### config.mk
export PLATFORM = sky130hd
export DESIGN_NAME = line_burst_adapter
export DESIGN_NICKNAME = d
export VERILOG_FILES = /design/src/rtl/line_burst_adapter.sv
export SDC_FILE = /design/constraint.sdc
export NUM_CORES = 1
export LEC_CHECK = 0
export CAP_MARGIN = 0
export CELL_PAD_IN_SITES_DETAIL_PLACEMENT = 0
export CELL_PAD_IN_SITES_GLOBAL_PLACEMENT = 1
export CORE_ASPECT_RATIO = 0.6
export CORE_MARGIN = 2
export CORE_UTILIZATION = 34
export DETAILED_ROUTE_END_ITERATION = 10
export PLACE_DENSITY = 0.9
export SETUP_SLACK_MARGIN = 0.05
export SLEW_MARGIN = 20
export SYNTH_ARGS = -nofsm -noshare
export SYNTH_HDL_FRONTEND = slang
export SYNTH_SLANG_ARGS = --single-unit
### constraint.sdc
create_clock -name clk -period 2.31 [get_ports clk]
set_clock_uncertainty 0.1 [all_clocks]
set_input_delay 0.231 -clock clk [delete_from_list [all_inputs] [get_ports clk]]
set_output_delay 0.231 -clock clk [all_outputs]
set_load 0.1 [all_outputs]
### src/rtl/line_burst_adapter.sv
// line_burst_adapter: converts single-cycle cache line fill / writeback
// requests into multi-beat memory bursts of s_burst bits each.
// Optional feature macro: LINE_ADAPTER_BYPASS_EN -- completion is signalled
// combinationally in the final beat's cycle instead of one cycle later.
module line_burst_adapter #(
    parameter int s_offset = 5,
    parameter int s_burst  = 64
) (
    input  logic                          clk,
    input  logic                          rst,
    input  logic [31:0]                   address_i,
    input  logic                          read_i,
    input  logic                          write_i,
    input  logic [8*(2**s_offset)-1:0]    line_i,
    output logic [8*(2**s_offset)-1:0]    line_o,
    output logic                          resp_o,
    output logic [31:0]                   address_o,
    output logic                          read_o,
    output logic                          write_o,
    output logic [s_burst-1:0]            burst_o,
    input  logic [s_burst-1:0]            burst_i,
    input  logic                          resp_i
);

    localparam int LINE_W = 8 * (2 ** s_offset);
    localparam int BEATS  = LINE_W / s_burst;
    localparam int CNT_W  = (BEATS > 1) ? $clog2(BEATS) : 1;
    localparam logic [CNT_W-1:0] CNT_LAST  = CNT_W'(BEATS - 1);
    localparam logic [CNT_W-1:0] CNT_ONE   = CNT_W'(1);
    localparam logic [CNT_W-1:0] CNT_ZERO  = CNT_W'(0);
    localparam logic [31:0]      ADDR_MASK = ~((32'd1 << s_offset) - 32'd1);

    typedef enum logic [1:0] {
        IDLE  = 2'd0,
        FILL  = 2'd1,
        WBACK = 2'd2,
        DONE  = 2'd3
    } state_t;

    state_t               state_r;
    state_t               state_next_s;
    logic [CNT_W-1:0]     cnt_r;
    logic [CNT_W-1:0]     cnt_inc_s;
    logic [31:0]          addr_r;
    logic [LINE_W-1:0]    wline_r;
    logic [LINE_W-1:0]    line_r;
    logic [s_burst-1:0]   burst_r;
    logic                 read_r;
    logic                 write_r;
    logic                 accept_wr_s;
    logic                 accept_rd_s;
    logic                 beat_s;
    logic                 last_beat_s;

    assign cnt_inc_s = cnt_r + CNT_ONE;

    // State register.
    always_ff @(posedge clk) begin
        if (rst) begin
            state_r <= IDLE;
        end else begin
            state_r <= state_next_s;
        end
    end

    // Next-state logic and per-cycle handshake strobes.
    always_comb begin
        state_next_s = state_r;
        accept_wr_s  = 1'b0;
        accept_rd_s  = 1'b0;
        beat_s       = 1'b0;
        last_beat_s  = 1'b0;
        case (state_r)
            IDLE: begin
                // Writeback has priority when both requests arrive together.
                if (write_i) begin
                    accept_wr_s  = 1'b1;
                    state_next_s = WBACK;
                end else if (read_i) begin
                    accept_rd_s  = 1'b1;
                    state_next_s = FILL;
                end else begin
                    state_next_s = IDLE;
                end
            end
            FILL, WBACK: begin
                if (resp_i) begin
                    beat_s = 1'b1;
                    if (cnt_r == CNT_LAST) begin
                        last_beat_s = 1'b1;
`ifdef LINE_ADAPTER_BYPASS_EN
                        state_next_s = IDLE;
`else
                        state_next_s = DONE;
`endif
                    end else begin
                        state_next_s = state_r;
                    end
                end else begin
                    state_next_s = state_r;
                end
            end
            DONE: begin
                state_next_s = IDLE;
            end
            default: begin
                state_next_s = IDLE;
            end
        endcase
    end

    // Datapath: request latching, beat counter, fill assembly, writeback beat.
    always_ff @(posedge clk) begin
        if (rst) begin
            cnt_r   <= CNT_ZERO;
            addr_r  <= 32'd0;
            wline_r <= {LINE_W{1'b0}};
            line_r  <= {LINE_W{1'b0}};
            burst_r <= {s_burst{1'b0}};
            read_r  <= 1'b0;
            write_r <= 1'b0;
        end else begin
            read_r  <= (state_next_s == FILL);
            write_r <= (state_next_s == WBACK);
            if (accept_wr_s) begin
                wline_r <= line_i;
                addr_r  <= address_i & ADDR_MASK;
                cnt_r   <= CNT_ZERO;
                burst_r <= line_i[s_burst-1:0];
            end else if (accept_rd_s) begin
                addr_r  <= address_i & ADDR_MASK;
                cnt_r   <= CNT_ZERO;
            end else if (beat_s) begin
                cnt_r <= last_beat_s ? CNT_ZERO : cnt_inc_s;
                if (state_r == FILL) begin
                    line_r[int'(cnt_r)*s_burst +: s_burst] <= burst_i;
                end else if (!last_beat_s) begin
                    // Present the next writeback slot from the cycle after the accept.
                    burst_r <= wline_r[int'(cnt_inc_s)*s_burst +: s_burst];
                end
            end
        end
    end

    assign address_o = addr_r;
    assign read_o    = read_r;
    assign write_o   = write_r;
    assign burst_o   = burst_r;

`ifdef LINE_ADAPTER_BYPASS_EN
    logic [LINE_W-1:0] fill_view_s;

    // Forward the final incoming beat so the line is complete in the response cycle.
    always_comb begin
        fill_view_s = line_r;
        if (last_beat_s && (state_r == FILL)) begin
            fill_view_s[int'(CNT_LAST)*s_burst +: s_burst] = burst_i;
        end else begin
            fill_view_s = line_r;
        end
    end

    assign line_o = fill_view_s;
    assign resp_o = last_beat_s;
`else
    logic resp_r;

    // Completion pulse, high only for the single DONE cycle.
    always_ff @(posedge clk) begin
        if (rst) begin
            resp_r <= 1'b0;
        end else begin
            resp_r <= (state_next_s == DONE);
        end
    end

    assign line_o = line_r;
    assign resp_o = resp_r;
`endif

endmodule

-- Word level (Yosys, flattened, before mapping)
Index checks and enable logic that the tools add are counted.
- bits in registers: 610
- latch bits: 0
- memory bits (writable): 0
- ROM bits: 0
- output and inout bits: 355
- logic and storage cells: 57
- memories: 0
- add/sub/neg operators: 2
- multipliers: 0
- divide/modulo/power cells: 0
- magnitude comparators: 0
- equality and inequality tests: 10
- shift-type cells: 3
- mux-type cells: 24
- bitwise logic cells: 2
- reductions and logical operators: 7
- operators with widths (operator ; count):
    $mux 64 ; 5
    $bwmux 256 ; 1
    $shift 64x33->256 const A ; 1
    $shiftx 256x9->64 ; 1
    $shiftx 64x33->256 ; 1
    $mux 32 ; 2
    $neg 8->33 ; 1
    $mux 1 ; 11
    $eq 2x2->1 const B ; 5
    $mux 2 ; 4
    $reduce_and 4->1 ; 2
    $ne 2x2->1 const B ; 3
    $pmux 2 s3 ; 1
    $eq 2x1->1 const B ; 2
    $reduce_bool 2->1 ; 2
    $reduce_or 3->1 ; 1
    $add 2x1->2 const B ; 1
    $logic_not 2->1 ; 1
    $not 1->1 ; 2
    $reduce_or 2->1 ; 1

-- Logic depth before layout (Yosys ltp)
Gate-level depths: netlist (run 1).
- depth in word-level cells: 9
- gate-level depth with buffers: 10
- depth with buffers taken out: 6

-- Worst setup path before layout (run 1)
Ideal clock, no wire load.
- path kind: flip-flop to flip-flop
- start point: register cnt_r[0]
- end point: register burst_r[10], in the netlist burst_o[10]
- data arrival time: 1.873 ns
- path slack: 0.196 ns
- cell stages (with the launch flop): 10
- buffers on the path: 3
- cell sequence: dfxtp_1 > inv_1 > ha_1 > buf_2 > buf_4 > buf_2 > mux2i_1 > o221ai_1 > nor2_1 > nor3_2
- word-level cells in the longest chain between the ends: 7
- elaborated cells on any way between the ends: 13
- those cells by class: add/sub: 1; eq/ne: 2; shift: 1; mux: 8; reduce/logical: 1
- RTL lines (element ; RTL line ; source):
    start, declared ; 42 ; logic [CNT_W-1:0] cnt_r;
    start signal, assigned ; 134 ; cnt_r <= last_beat_s ? CNT_ZERO : cnt_inc_s;
    $add 2x1->2 ; 55 ; assign cnt_inc_s = cnt_r + CNT_ONE;
    $shiftx 256x9->64 ; 139 ; burst_r <= wline_r[int'(cnt_inc_s)*s_burst +: s_burst];
    $mux 64 ; 137 ; end else if (!last_beat_s) begin
    $mux 64 ; 135 ; if (state_r == FILL) begin
    $mux 64 ; 133 ; end else if (beat_s) begin
    $mux 64 ; 130 ; end else if (accept_rd_s) begin
    $mux 64 ; 125 ; if (accept_wr_s) begin
    end signal, assigned ; 119 ; burst_r <= {s_burst{1'b0}};
    end signal, assigned ; 129 ; burst_r <= line_i[s_burst-1:0];
    end signal, assigned ; 139 ;
    end, declared ; 47 ; logic [s_burst-1:0] burst_r;
Several ways; a longest one is shown, not always the timed one. The select of a mux whose other input is x is not followed.
A chain may end at the register's enable or synchronous reset.

-- Worst setup path in the final report (run 1)
- start point: register cnt_r[1]
- end point: register line_r[180], in the netlist line_o[180]
- word-level cells in the longest chain between the ends: 3
- elaborated cells on any way between the ends: 4
- those cells by class: add/sub: 1; shift: 2; mux: 1
- RTL lines (element ; RTL line ; source):
    $neg 8->33 (*) ; 136 ; line_r[int'(cnt_r)*s_burst +: s_burst] <= burst_i;
    $shiftx 64x33->256 / $shift 64x33->256 (equally long branches) ; 136 ;
    $bwmux 256 (*) ; 136 ;
    end signal, assigned ; 118 ; line_r <= {LINE_W{1'b0}};
    end signal, assigned by index ; 136 ;
    end, declared ; 46 ; logic [LINE_W-1:0] line_r;
Mark *: on every way between the ends. The rest lies on a longest branch, timed or not.

==> results.toml, run 1 <==
[cts]
htree_num_levels = 2
cts_sinks = 610
cts.root.buffer_cell = "sky130_fd_sc_hd__clkbuf_16"
clock_latency_ps = 630
numCtsBuffers = 56
clock_tree_from_tritoncts = "built"
worst_setup_hold_path_clk_slew_ps = 70
clock_path_buffers = 3

[placement]
detailedPlacementHpwl_um = 61730
port_buffers = 701
dpl_cell_area_sq_mm = 0.03160
gp_congestion = 0.8616
placement.setup.worst_slack_ps = -3.037

[hold_path]
hp-class = "in2reg"
hold-path-cell-count = 3

[floorplanning]
ioPinCount = 712
floorplan.die.width_um = 346.8
placement_rows = 75
initial_core_utilization = 0.3434
die_boundary_height_um = 209.7
floorplan.die_area_sq_mm = 0.07272
coreArea_sq_mm = 0.06982

[timing]
finalSetupViolations = 0
fin_crit_sh = 0.9242
achievable_frequency_ghz = 0.4684
setup_tns_ps = 0
grt_setup_unrepaired = "yes"
slew_headroom = 0.6573
post-route-worst-setup-slack_ps = 175.1
finalCriticalPeriod_ps = 2135
worst-slew-pin-transition_ps = 514.1
final-max-slew-violation-count = 0
timing_hold_violations_final = 0

[routing]
ant_nets = 0
via_count = 23740
wirelength_um = 90710
detail_route.first_pass.iterations = 5
routed_via_density = 5.203
drc_errors = 0
routedWlPerCell_um = 19.88
drt_iter0_markers = 1789

[worst_setup_path]
crit_path_start_kind = "flop"
r2r.worst_path.cells = 8
crit_path_max_fanout = 23
required_time_at_the_endpoint_of_the_critical_path_ps = 2750
critical_path_arrival_ps = 2580
timing.critical_path.to_type = "flop"
critPathKind = "reg2reg"

[global_routing]
grt_pass1_wl_um = 136100
antenna_found_initial = 6
pin_count_of_the_biggest_net_entering_global_routing = 105
first_global_vias = 22500
grt-ovfl-total = 0
global_route.usage.total = 0.2355

[logic_synthesis]
syn_avg_cell_area_sq_um = 8.157
synth_top_area_share = 0.5094
yosys_most_used_dff = "sky130_fd_sc_hd__dfxtp_1"
yosys_warning_total = 0
syn-cell-area_sq_mm = 0.02397
number_of_enable_type_register_cells_in_the_synthesized_netlist = 0
async_reset_ff_frac = 0
cell_count_after_synthesis = 2939
post_synth_main_area_contributors = "sky130_fd_sc_hd__dfxtp_1 (51%), sky130_fd_sc_hd__nand2_1 (12%), sky130_fd_sc_hd__a21oi_1 (11%)"
yosysUniqueCellTypes = 38
synth-seq-area-share = 0.5094
synthDominantAreaCellType = "sky130_fd_sc_hd__dfxtp_1"
list_of_most_frequent_post_synthesis_cells = "sky130_fd_sc_hd__nand2_1 (760), sky130_fd_sc_hd__dfxtp_1 (610), sky130_fd_sc_hd__a21oi_1 (543)"
yosys_register_bits = 610
most_repeated_cell_in_the_gate_level_netlist_after_synthesis = "sky130_fd_sc_hd__nand2_1"

[layout]
area_growth_pct = 42.05
layout.nets = 3957
regArea_sq_mm = 0.01221
stdcell_area_sq_mm = 0.03406
drive_above_1_share = 0.1755
final.fill_count = 6733
multiInputGateArea_sq_mm = 0.01058

[pwr]
peakVddDrop_mv = 0.5750
power_leakage_nw = 12.70
power-per-cell-area_mw_per_mm2 = 751.4

[run]
max_cap_violations = 0

[run_status]
outcome = "finished, final reports clean"
[metrics by stage]
| stage | util | instances | hold WS (ps) | power, W |
|---|---|---|---|---|
| floorplan | - | 2943 | 267.0 | 0.01418 |
| global placement | 0.4526 | 4415 | 337.9 | 0.01581 |
| detailed placement | 0.4526 | 4415 | 343.9 | 0.01584 |
| CTS | 0.4870 | 4558 | 0.6148 | 0.02576 |
| global route | 0.4877 | 4560 | 26.08 | 0.02650 |
| finish | 0.4878 | 4563 | 45.83 | 0.02559 |
[cells by family (layout without fill, tap and decap cells)]
family,Yosys count,count (layout),share of synthesized area
buf+inv,275,968,0.05391
flops,610,610,0.5094
other cells,1,8,0.0001564
mux,129,129,0.05386
fa+ha+maj,10,10,0.005219
compound gates,614,614,0.1398
simple gates,1300,1300,0.2377
[final timing paths]
path	slack, ps	from	end
worst max register to register	180	cnt_r[1]$_SDFFE_PP0P_	line_o[180]$_SDFFE_PP0P_
worst min register to register	350	line_o[123]$_SDFFE_PP0P_	line_o[123]$_SDFFE_PP0P_
worst max-delay path	180	cnt_r[1]$_SDFFE_PP0P_	line_o[180]$_SDFFE_PP0P_
worst min-delay path	50	line_i[106]	wline_r[106]$_SDFFE_PP0P_
[registers in the layout (all words and copies together) (netlist names)]
signal     cells
line_o       256
wline_r      256
burst_o       64
address_o     27
cnt_r          2
state_r        2
read_o         1
resp_o         1
write_o        1
[layer usage]
| layer | global-route usage | share of wire |
|---|---|---|
| met5 | 0 | 0.00050 |
| met1 | 0.3304 | 0.46 |
| met4 | 0.06057 | 0.021 |
| met2 | 0.3650 | 0.45 |
| met3 | 0.05291 | 0.076 |
[worst max-delay path, cell delays in order (launching register included)]
cell and delay [ps]:
sky130_fd_sc_hd__dfxtp_2 370, sky130_fd_sc_hd__inv_1 100, sky130_fd_sc_hd__ha_4 380, sky130_fd_sc_hd__buf_12 140, sky130_fd_sc_hd__nor4b_2 200, sky130_fd_sc_hd__buf_4 250, sky130_fd_sc_hd__buf_16 200, sky130_fd_sc_hd__nand3_1 120
sky130_fd_sc_hd__a21oi_1 170
[cells in the final DEF (no fill, tap or decap), types with 19 or more instances in the layout]
cell,n
sky130_fd_sc_hd__dfxtp_1,609
sky130_fd_sc_hd__nand2_1,759
sky130_fd_sc_hd__nor3_1,20
sky130_fd_sc_hd__o221ai_1,64
sky130_fd_sc_hd__a21oi_1,543
sky130_fd_sc_hd__buf_12,52
sky130_fd_sc_hd__dlygate4sd3_1,36
sky130_fd_sc_hd__clkbuf_16,57
sky130_fd_sc_hd__nor3_2,48
sky130_fd_sc_hd__nand3_1,320
sky130_fd_sc_hd__clkbuf_8,19
sky130_fd_sc_hd__buf_4,415
sky130_fd_sc_hd__clkdlybuf4s50_1,349
sky130_fd_sc_hd__nor2_1,130
sky130_fd_sc_hd__mux2i_1,129
[area by class of cell]
class	count	share of cell area
timing repair buffer	857	0.2383
sequential	610	0.3586
antenna	3	0.0002204
clock buffer	81	0.04949
clock inverter	23	0.007973
multi-input combinational	2058	0.3107
tap	924	0.03395
inverter	7	0.0007715
[repair_timing]
item / CTS / global route
setup buffers: 2 / 1
gates cloned: 1 / 1
hold endpoints to repair: 84 / 0
pin swaps: 1 / 1
endpoints found under the setup margin: 6 / 190
gates resized for setup: 1 / 3
hold buffers: 36 / 0
[power by group]
group / internal (W) / switching [W] / total, W
combinational: 0.00150 / 0.00296 / 0.00447
sequential: 0.0110 / 0.000250 / 0.0112
clock: 0.00555 / 0.00435 / 0.00989
No activity file was read; power rests on OpenSTA's default activity.
==> inputs of run 2 (changes only) <==
--- a/config.mk
+++ b/config.mk
@@ -11,6 +11,7 @@
 export CORE_ASPECT_RATIO = 0.6
 export CORE_MARGIN = 2
 export CORE_UTILIZATION = 34
+export CTS_CLUSTER_DIAMETER = 200
 export DETAILED_ROUTE_END_ITERATION = 10
 export PLACE_DENSITY = 0.9
 export SETUP_SLACK_MARGIN = 0.05
==> constraint.sdc (replaced) <==
create_clock -name clk -period 2.1 [get_ports clk]
set_clock_uncertainty 0.1 [all_clocks]
set_input_delay 0.21 -clock clk [delete_from_list [all_inputs] [get_ports clk]]
set_output_delay 0.21 -clock clk [all_outputs]
set_load 0.1 [all_outputs]
==> run 2 against run 1 <==
Clock power up 8%. Wire length increased by 5.6%. Global-route usage is 0.54 points higher. Count of clock-buffer cells in the layout increased by 6. Power up 10%. Utilization increased by 1.2 points. Sequential power grew 11%. Die area stayed put. Worst setup slack worse by 94 ps. Final cell count is 0.96% higher. First-iteration DRC count rose by 36%. Highest routed layer unchanged.
==> results.toml, run 2 (synthesized netlist as in run 1, its figures left out) <==
[pwr]
sequentialPowerShare = 0.438
peakVddDrop_mv = 0.6737
power-per-cell-area_mw_per_mm2 = 809.0
cell_internal_pwr_w = 0.01991
netSwitchingPower_w = 0.008342
clkPwrFrac = 0.379
p_comb_frac = 0.184
switching_fraction = 0.2953
power_leakage_nw = 13.10

[routing]
via_count = 24180
ant_nets = 0
routed_via_density = 5.249
drt_iter0_markers = 2428
routedWlPerCell_um = 20.79
detail_route.first_pass.iterations = 5
drc_errors = 0
wirelength_um = 95760

[cts]
clock_latency_ps = 610
htree_num_levels = 2
clock_tree_from_tritoncts = "built"
clock_path_buffers = 3
cts_sinks = 610
numCtsBuffers = 57
worst_setup_hold_path_clk_slew_ps = 60
cts.root.buffer_cell = "sky130_fd_sc_hd__clkbuf_16"

[global_routing]
pin_count_of_the_biggest_net_entering_global_routing = 145
global_route.usage.total = 0.2409
grt-ovfl-total = 0
antenna_found_initial = 8
grt_pass1_wl_um = 137700
first_global_vias = 22590

[worst_setup_path]
r2r_slack_ps = 80
critical_path_arrival_ps = 2400
crit_path_start_kind = "flop"
timing.critical_path.to_type = "flop"
critical-path-slowest-cell = "sky130_fd_sc_hd__dfxtp_4"
required_time_at_the_endpoint_of_the_critical_path_ps = 2490
timing.rr.start = "cnt_r[0]$_SDFFE_PP0P_"
worst_path_most_repeated_cell = "sky130_fd_sc_hd__clkbuf_16"
r2r.worst_path.cells = 9
worst_setup_path_startpoint = "cnt_r[0]$_SDFFE_PP0P_"
critical_path.max_stage_delay_ps = 380
crit-reg2reg-capture = "burst_o[25]$_SDFFE_PP0P_"
ordered_list_of_cells_on_the_worst_path = "inv_4 -> ha_4 -> buf_12 -> clkbuf_16 -> clkbuf_16 -> mux2i_1 -> o221ai_1 -> nor2_1 -> nor3_2"
crit_path_max_fanout = 8
critPathKind = "reg2reg"

[placement]
detailedPlacementHpwl_um = 63640
dpl_cell_area_sq_mm = 0.03199
placed_cells = 4450
gp_congestion = 0.8657
port_buffers = 701

[timing]
finalSetupViolations = 0
fin_crit_sh = 0.9613
slew_headroom = 0.5323
finalCriticalPeriod_ps = 2019
achievable_frequency_ghz = 0.4954
final-max-slew-violation-count = 0
worst-slew-pin-transition_ps = 701.6
timing_hold_violations_final = 0
grt_setup_unrepaired = "yes"

[layout]
drive_above_1_share = 0.1978
stdcell_area_sq_mm = 0.03493
area_growth_pct = 45.69
layout.nets = 4000
most-common-layout-cells = "sky130_fd_sc_hd__nand2_1 (759), sky130_fd_sc_hd__dfxtp_1 (608), sky130_fd_sc_hd__a21oi_1 (535), sky130_fd_sc_hd__buf_4 (442), sky130_fd_sc_hd__clkdlybuf4s50_1 (349)"
mostFrequentLayoutCell = "sky130_fd_sc_hd__nand2_1"
layoutNonFillerInstCount = 4607

[floorplanning]
die_boundary_height_um = 209.7
placement_rows = 75
initial_core_utilization = 0.3434
floorplan.die_area_sq_mm = 0.07272
coreArea_sq_mm = 0.06982
ioPinCount = 712
floorplan.die.width_um = 346.8

[hold_path]
hp-class = "in2reg"
hold-path-cell-count = 3
hold_path_end = "wline_r[114]$_SDFFE_PP0P_"
hp-start = "line_i[114]"

[run_status]
outcome = "finished, final reports clean"

[run]
max_cap_violations = 0
[run 2: cell count changes in the layout (fill, tap and decap cells not counted), sizes merged]
cell and change:
buf +51, bufinv -1, clkbuf +18, clkinv -2, clkinvlp -4, diode +4, dlygate4sd3 -21, inv -1
[run 2: final cells by class]
type | instances | area [sq um]
Fill cell | 6609 | 34890
Inverter | 7 | 28.78
Timing Repair Buffer | 899 | 8874
Sequential cell | 610 | 12220
Multi-Input combinational cell | 2058 | 10730
Clock buffer | 87 | 1730
Antenna cell | 7 | 17.52
Clock inverter | 15 | 173.9
Tap cell | 924 | 1156
[run 2: worst max-delay path, delay by kind of cell, from the launching register on]
family | cells | cell delay [ps]
buffers and inverters | 4 | 580
flip-flops | 1 | 380
multiplexers | 1 | 170
AO/OA/AOI/OAI | 1 | 150
AND/OR/NAND/NOR | 2 | 210
adder cells (fa/ha/maj) | 1 | 280
[run 2: worst max-delay path by stage]
stage | cells after the start | to | slack (ps)
finish | 9 | burst_o[25]$_SDFFE_PP0P_ | 80
global route | 9 | burst_o[58]$_SDFFE_PP0P_ | 20
CTS | 9 | burst_o[12]$_SDFFE_PP0P_ | 20
detailed placement | 7 | line_o[43]$_SDFFE_PP0P_ | -130
global placement | 7 | line_o[51]$_SDFFE_PP0P_ | -60
floorplan | 9 | burst_o[10]$_SDFFE_PP0P_ | 80
[run 2: layer usage]
| layer | up-vias | wire, um | GRT usage |
|---|---|---|---|
| met5 | - | 11 | 0 |
| met4 | 2 | 3078 | 0.08351 |
| met3 | 206 | 8669 | 0.05717 |
| met2 | 1034 | 41170 | 0.3604 |
| met1 | 11580 | 42820 | 0.3385 |
| li1 | 11370 | - | - |
[run 2: through the flow]
step                      hold WS, ps    util  total power (W)  setup WS (ps)  setup TNS [ps]
after global placement          338.7  0.4582          0.01750         -59.32           -3684
after global routing            23.51  0.5001          0.02924          23.21               0
after CTS                      0.9768  0.4901          0.02819          24.41               0
final                           43.72  0.5003          0.02826          81.26               0
after detailed placement        343.6  0.4582          0.01754         -127.4          -15000
after floorplan                 246.0       -          0.01560          75.64               0
[run 2: power by group through the flow]
stage | combinational (W) | clock (W) | sequential, W
2_1_floorplan | 0.00169 | 0 | 0.0139
3_3_place_gp | 0.00491 | 0 | 0.0126
3_5_place_dp | 0.00493 | 0 | 0.0126
4_1_cts | 0.00498 | 0.0109 | 0.0124
5_1_grt | 0.00546 | 0.0114 | 0.0124
6_report | 0.00519 | 0.0107 | 0.0124
[run 2: timing repair]
item / in CTS / in global routing
gates resized for setup: 13 / 58
hold buffers: 15 / 0
endpoints found under the hold margin: 38 / 0
setup endpoints to repair: 114 / 313
setup buffers: 5 / 11
pin swaps: 2 / 28
gates cloned: 2 / 15
==> inputs of run 3 (changes only) <==
--- a/config.mk
+++ b/config.mk
@@ -13,7 +13,7 @@
 export CORE_UTILIZATION = 34
 export CTS_CLUSTER_DIAMETER = 200
 export DETAILED_ROUTE_END_ITERATION = 10
-export PLACE_DENSITY = 0.9
+export PLACE_DENSITY_LB_ADDON = 0.05
 export SETUP_SLACK_MARGIN = 0.05
 export SLEW_MARGIN = 20
 export SYNTH_ARGS = -nofsm -noshare
==> constraint.sdc (replaced) <==
create_clock -name clk -period 1.95 [get_ports clk]
set_clock_uncertainty 0.1 [all_clocks]
set_input_delay 0.195 -clock clk [delete_from_list [all_inputs] [get_ports clk]]
set_output_delay 0.195 -clock clk [all_outputs]
set_load 0.1 [all_outputs]
==> run 3 against run 2 <==
The flow now finishes with violations (setup timing). Non-clock buffer count is 161 higher. Critical endpoint is now line_o[18]$_SDFFE_PP0P_. Fmax fell by 1.8%. Critical path depth did not move. Critical path type unchanged. Final cell count increased by 3.7%. Worst setup slack got worse by 190 ps. Via count grew 4.6%. Clock power up 14%.
==> results.toml, run 3 (synthesized netlist as in run 1, its figures left out) <==
[worst_setup_path]
timing.rr.start = "cnt_r[0]$_SDFFE_PP0P_"
required_time_at_the_endpoint_of_the_critical_path_ps = 2400
r2r.worst_path.cells = 9
worstSetupPathDepth = 9
critical-path-slowest-cell = "sky130_fd_sc_hd__dfxtp_4"
ordered_list_of_cells_on_the_worst_path = "inv_4 -> ha_4 -> buf_6 -> nor4bb_4 -> buf_4 -> clkbuf_16 -> clkbuf_16 -> nand3_2 -> a21oi_2"
critPathKind = "reg2reg"
crit_path_start_kind = "flop"
r2r_slack_ps = -110
crit_path_max_fanout = 7
critical_path_arrival_ps = 2510
worst_setup_path_startpoint = "cnt_r[0]$_SDFFE_PP0P_"
timing.critical_path.to_type = "flop"
crit-reg2reg-capture = "line_o[18]$_SDFFE_PP0P_"
worst_path_most_repeated_cell = "sky130_fd_sc_hd__clkbuf_16"
critical_path.max_stage_delay_ps = 360
crit_family = "buffers and inverters"
critical_path_buf_inv_count = 5

[global_routing]
grt-ovfl-total = 0
antenna_found_initial = 14
pin_count_of_the_biggest_net_entering_global_routing = 104
global_route.usage.total = 0.2620
first_global_vias = 24030
grt_pass1_wl_um = 148500

[floorplanning]
die_boundary_height_um = 209.7
floorplan.die.width_um = 346.8
ioPinCount = 712
placement_rows = 75
initial_core_utilization = 0.3434
coreArea_sq_mm = 0.06982
floorplan.die_area_sq_mm = 0.07272

[cts]
clock_tree_from_tritoncts = "built"
cts_sinks = 610
worst_setup_hold_path_clk_slew_ps = 60
htree_num_levels = 2
cts.root.buffer_cell = "sky130_fd_sc_hd__clkbuf_16"
clock_path_buffers = 3
numCtsBuffers = 60
clock_latency_ps = 630

[timing]
grt_setup_unrepaired = "yes"
final-max-slew-violation-count = 0
achievable_frequency_ghz = 0.4863
slew_headroom = 0.5878
finalCriticalPeriod_ps = 2056
timing.hold.ws_ps = 31.27
worst-slew-pin-transition_ps = 618.2
fin_crit_sh = 1.054
post-route-worst-setup-slack_ps = -106.3
timing_hold_violations_final = 0
finalSetupViolations = 126

[routing]
routedWlPerCell_um = 22.94
routed_met1_length_um = 46390
drc_errors = 0
wl_met2_um = 51070
met3_length_um = 8405
via_count = 25310
wirelength_um = 109600
drt_iter0_markers = 1971
routed_via_density = 5.299
detail_route.first_pass.iterations = 6
ant_nets = 0
top_signal_layer_used = "met5"

[run_status]
violations_in_the_final_reports = "setup timing"
outcome = "complete, but fails checks"

[hold_path]
hp-class = "in2reg"
hold-path-cell-count = 3
hold_path_end = "wline_r[200]$_SDFFE_PP0P_"
hp-start = "line_i[200]"

[run]
max_cap_violations = 0

[placement]
port_buffers = 701
gp_congestion = 0.8463
placed_cells = 4436
detailedPlacementHpwl_um = 66160

[pwr]
clkPwrFrac = 0.382
power-per-cell-area_mw_per_mm2 = 821.9
switching_fraction = 0.2957
cell_internal_pwr_w = 0.02246
p_comb_frac = 0.199
sequentialPowerShare = 0.419
power_leakage_nw = 14.28
netSwitchingPower_w = 0.009431
peakVddDrop_mv = 0.7530

[layout]
multiInputGateArea_sq_mm = 0.01203
area_growth_pct = 61.85
final.fill_count = 6236
drive_above_1_share = 0.2681
layout.nets = 4164
regArea_sq_mm = 0.01222
most-common-layout-cells = "sky130_fd_sc_hd__nand2_1 (752), sky130_fd_sc_hd__dfxtp_1 (606), sky130_fd_sc_hd__a21oi_1 (461), sky130_fd_sc_hd__buf_4 (415), sky130_fd_sc_hd__clkdlybuf4s50_1 (349)"
mostFrequentLayoutCell = "sky130_fd_sc_hd__nand2_1"
layoutNonFillerInstCount = 4776
-- run 3: cell count changes in the layout (fill, tap and decap cells not counted), moves of 21 or more --
cell                            change
sky130_fd_sc_hd__nor2_1            -26
sky130_fd_sc_hd__dlygate4sd3_1    +111
sky130_fd_sc_hd__a21oi_2           +74
sky130_fd_sc_hd__nor2_2            +24
sky130_fd_sc_hd__a21oi_1           -74
sky130_fd_sc_hd__clkbuf_16         +25
sky130_fd_sc_hd__nand3_2           +80
sky130_fd_sc_hd__mux2i_1           -21
sky130_fd_sc_hd__buf_4             -27
sky130_fd_sc_hd__nand3_1           -95
-- run 3: area by class of cell --
class	instances	share of cell area
Sequential cell	610	0.3149
Multi-Input combinational cell	2058	0.3099
Timing Repair Buffer	1060	0.2916
Clock buffer	88	0.04634
Tap cell	924	0.02979
Clock inverter	22	0.006191
Inverter	7	0.0007416
Antenna cell	7	0.0004514
-- run 3: what timing repair did --
item | in CTS | in global routing
gates resized for setup | 93 | 307
hold buffers | 126 | 0
pin swaps | 73 | 180
hold endpoints to repair | 204 | 0
setup endpoints to repair | 321 | 319
cloned | 13 | 45
buffers inserted | 22 | 22
-- run 3: worst max path at each step --
stage,endpoint
floorplan,line_o[197]$_SDFFE_PP0P_
global placement,burst_o[58]$_SDFFE_PP0P_
detailed placement,line_o[106]$_SDFFE_PP0P_
CTS,burst_o[25]$_SDFFE_PP0P_
global route,line_o[179]$_SDFFE_PP0P_
finish,line_o[18]$_SDFFE_PP0P_
-- run 3: worst min-delay path: cells and delay by family --
kind	cells	cell delay, ps
AO/OA/AOI/OAI	1	50
AND/OR/NAND/NOR	1	60
buffers and inverters	1	400
-- run 3: power groups by stage --
stage	Combinational [W]	Sequential [W]	Clock (W)
final	0.00635	0.0133	0.0122
after global routing	0.00668	0.0134	0.0129
after CTS	0.00599	0.0133	0.0124
after detailed placement	0.00540	0.0136	0
after global placement	0.00535	0.0136	0
after floorplan	0.00184	0.0150	0
-- run 3: per-stage QoR --
step | setup WS [ps] | area, sq um | utilization | TNS [ps] | total power, W
2_1_floorplan | 52.56 | 24150 | - | 0 | 0.01683
3_3_place_gp | -78.34 | 32050 | 0.4591 | -4692 | 0.01891
3_5_place_dp | -138.2 | 32050 | 0.4591 | -16550 | 0.01898
4_1_cts | -66.94 | 36340 | 0.5205 | -2198 | 0.03173
5_1_grt | -148.6 | 38790 | 0.5556 | -17880 | 0.03297
6_report | -106.3 | 38800 | 0.5558 | -4638 | 0.03189
-- run 3: metal layers --
metal / vias to the layer above / GRT usage
met5: - / 0
met4: 12 / 0.09085
met3: 216 / 0.05477
met2: 1031 / 0.4377
met1: 12330 / 0.3359
li1: 11720 / -
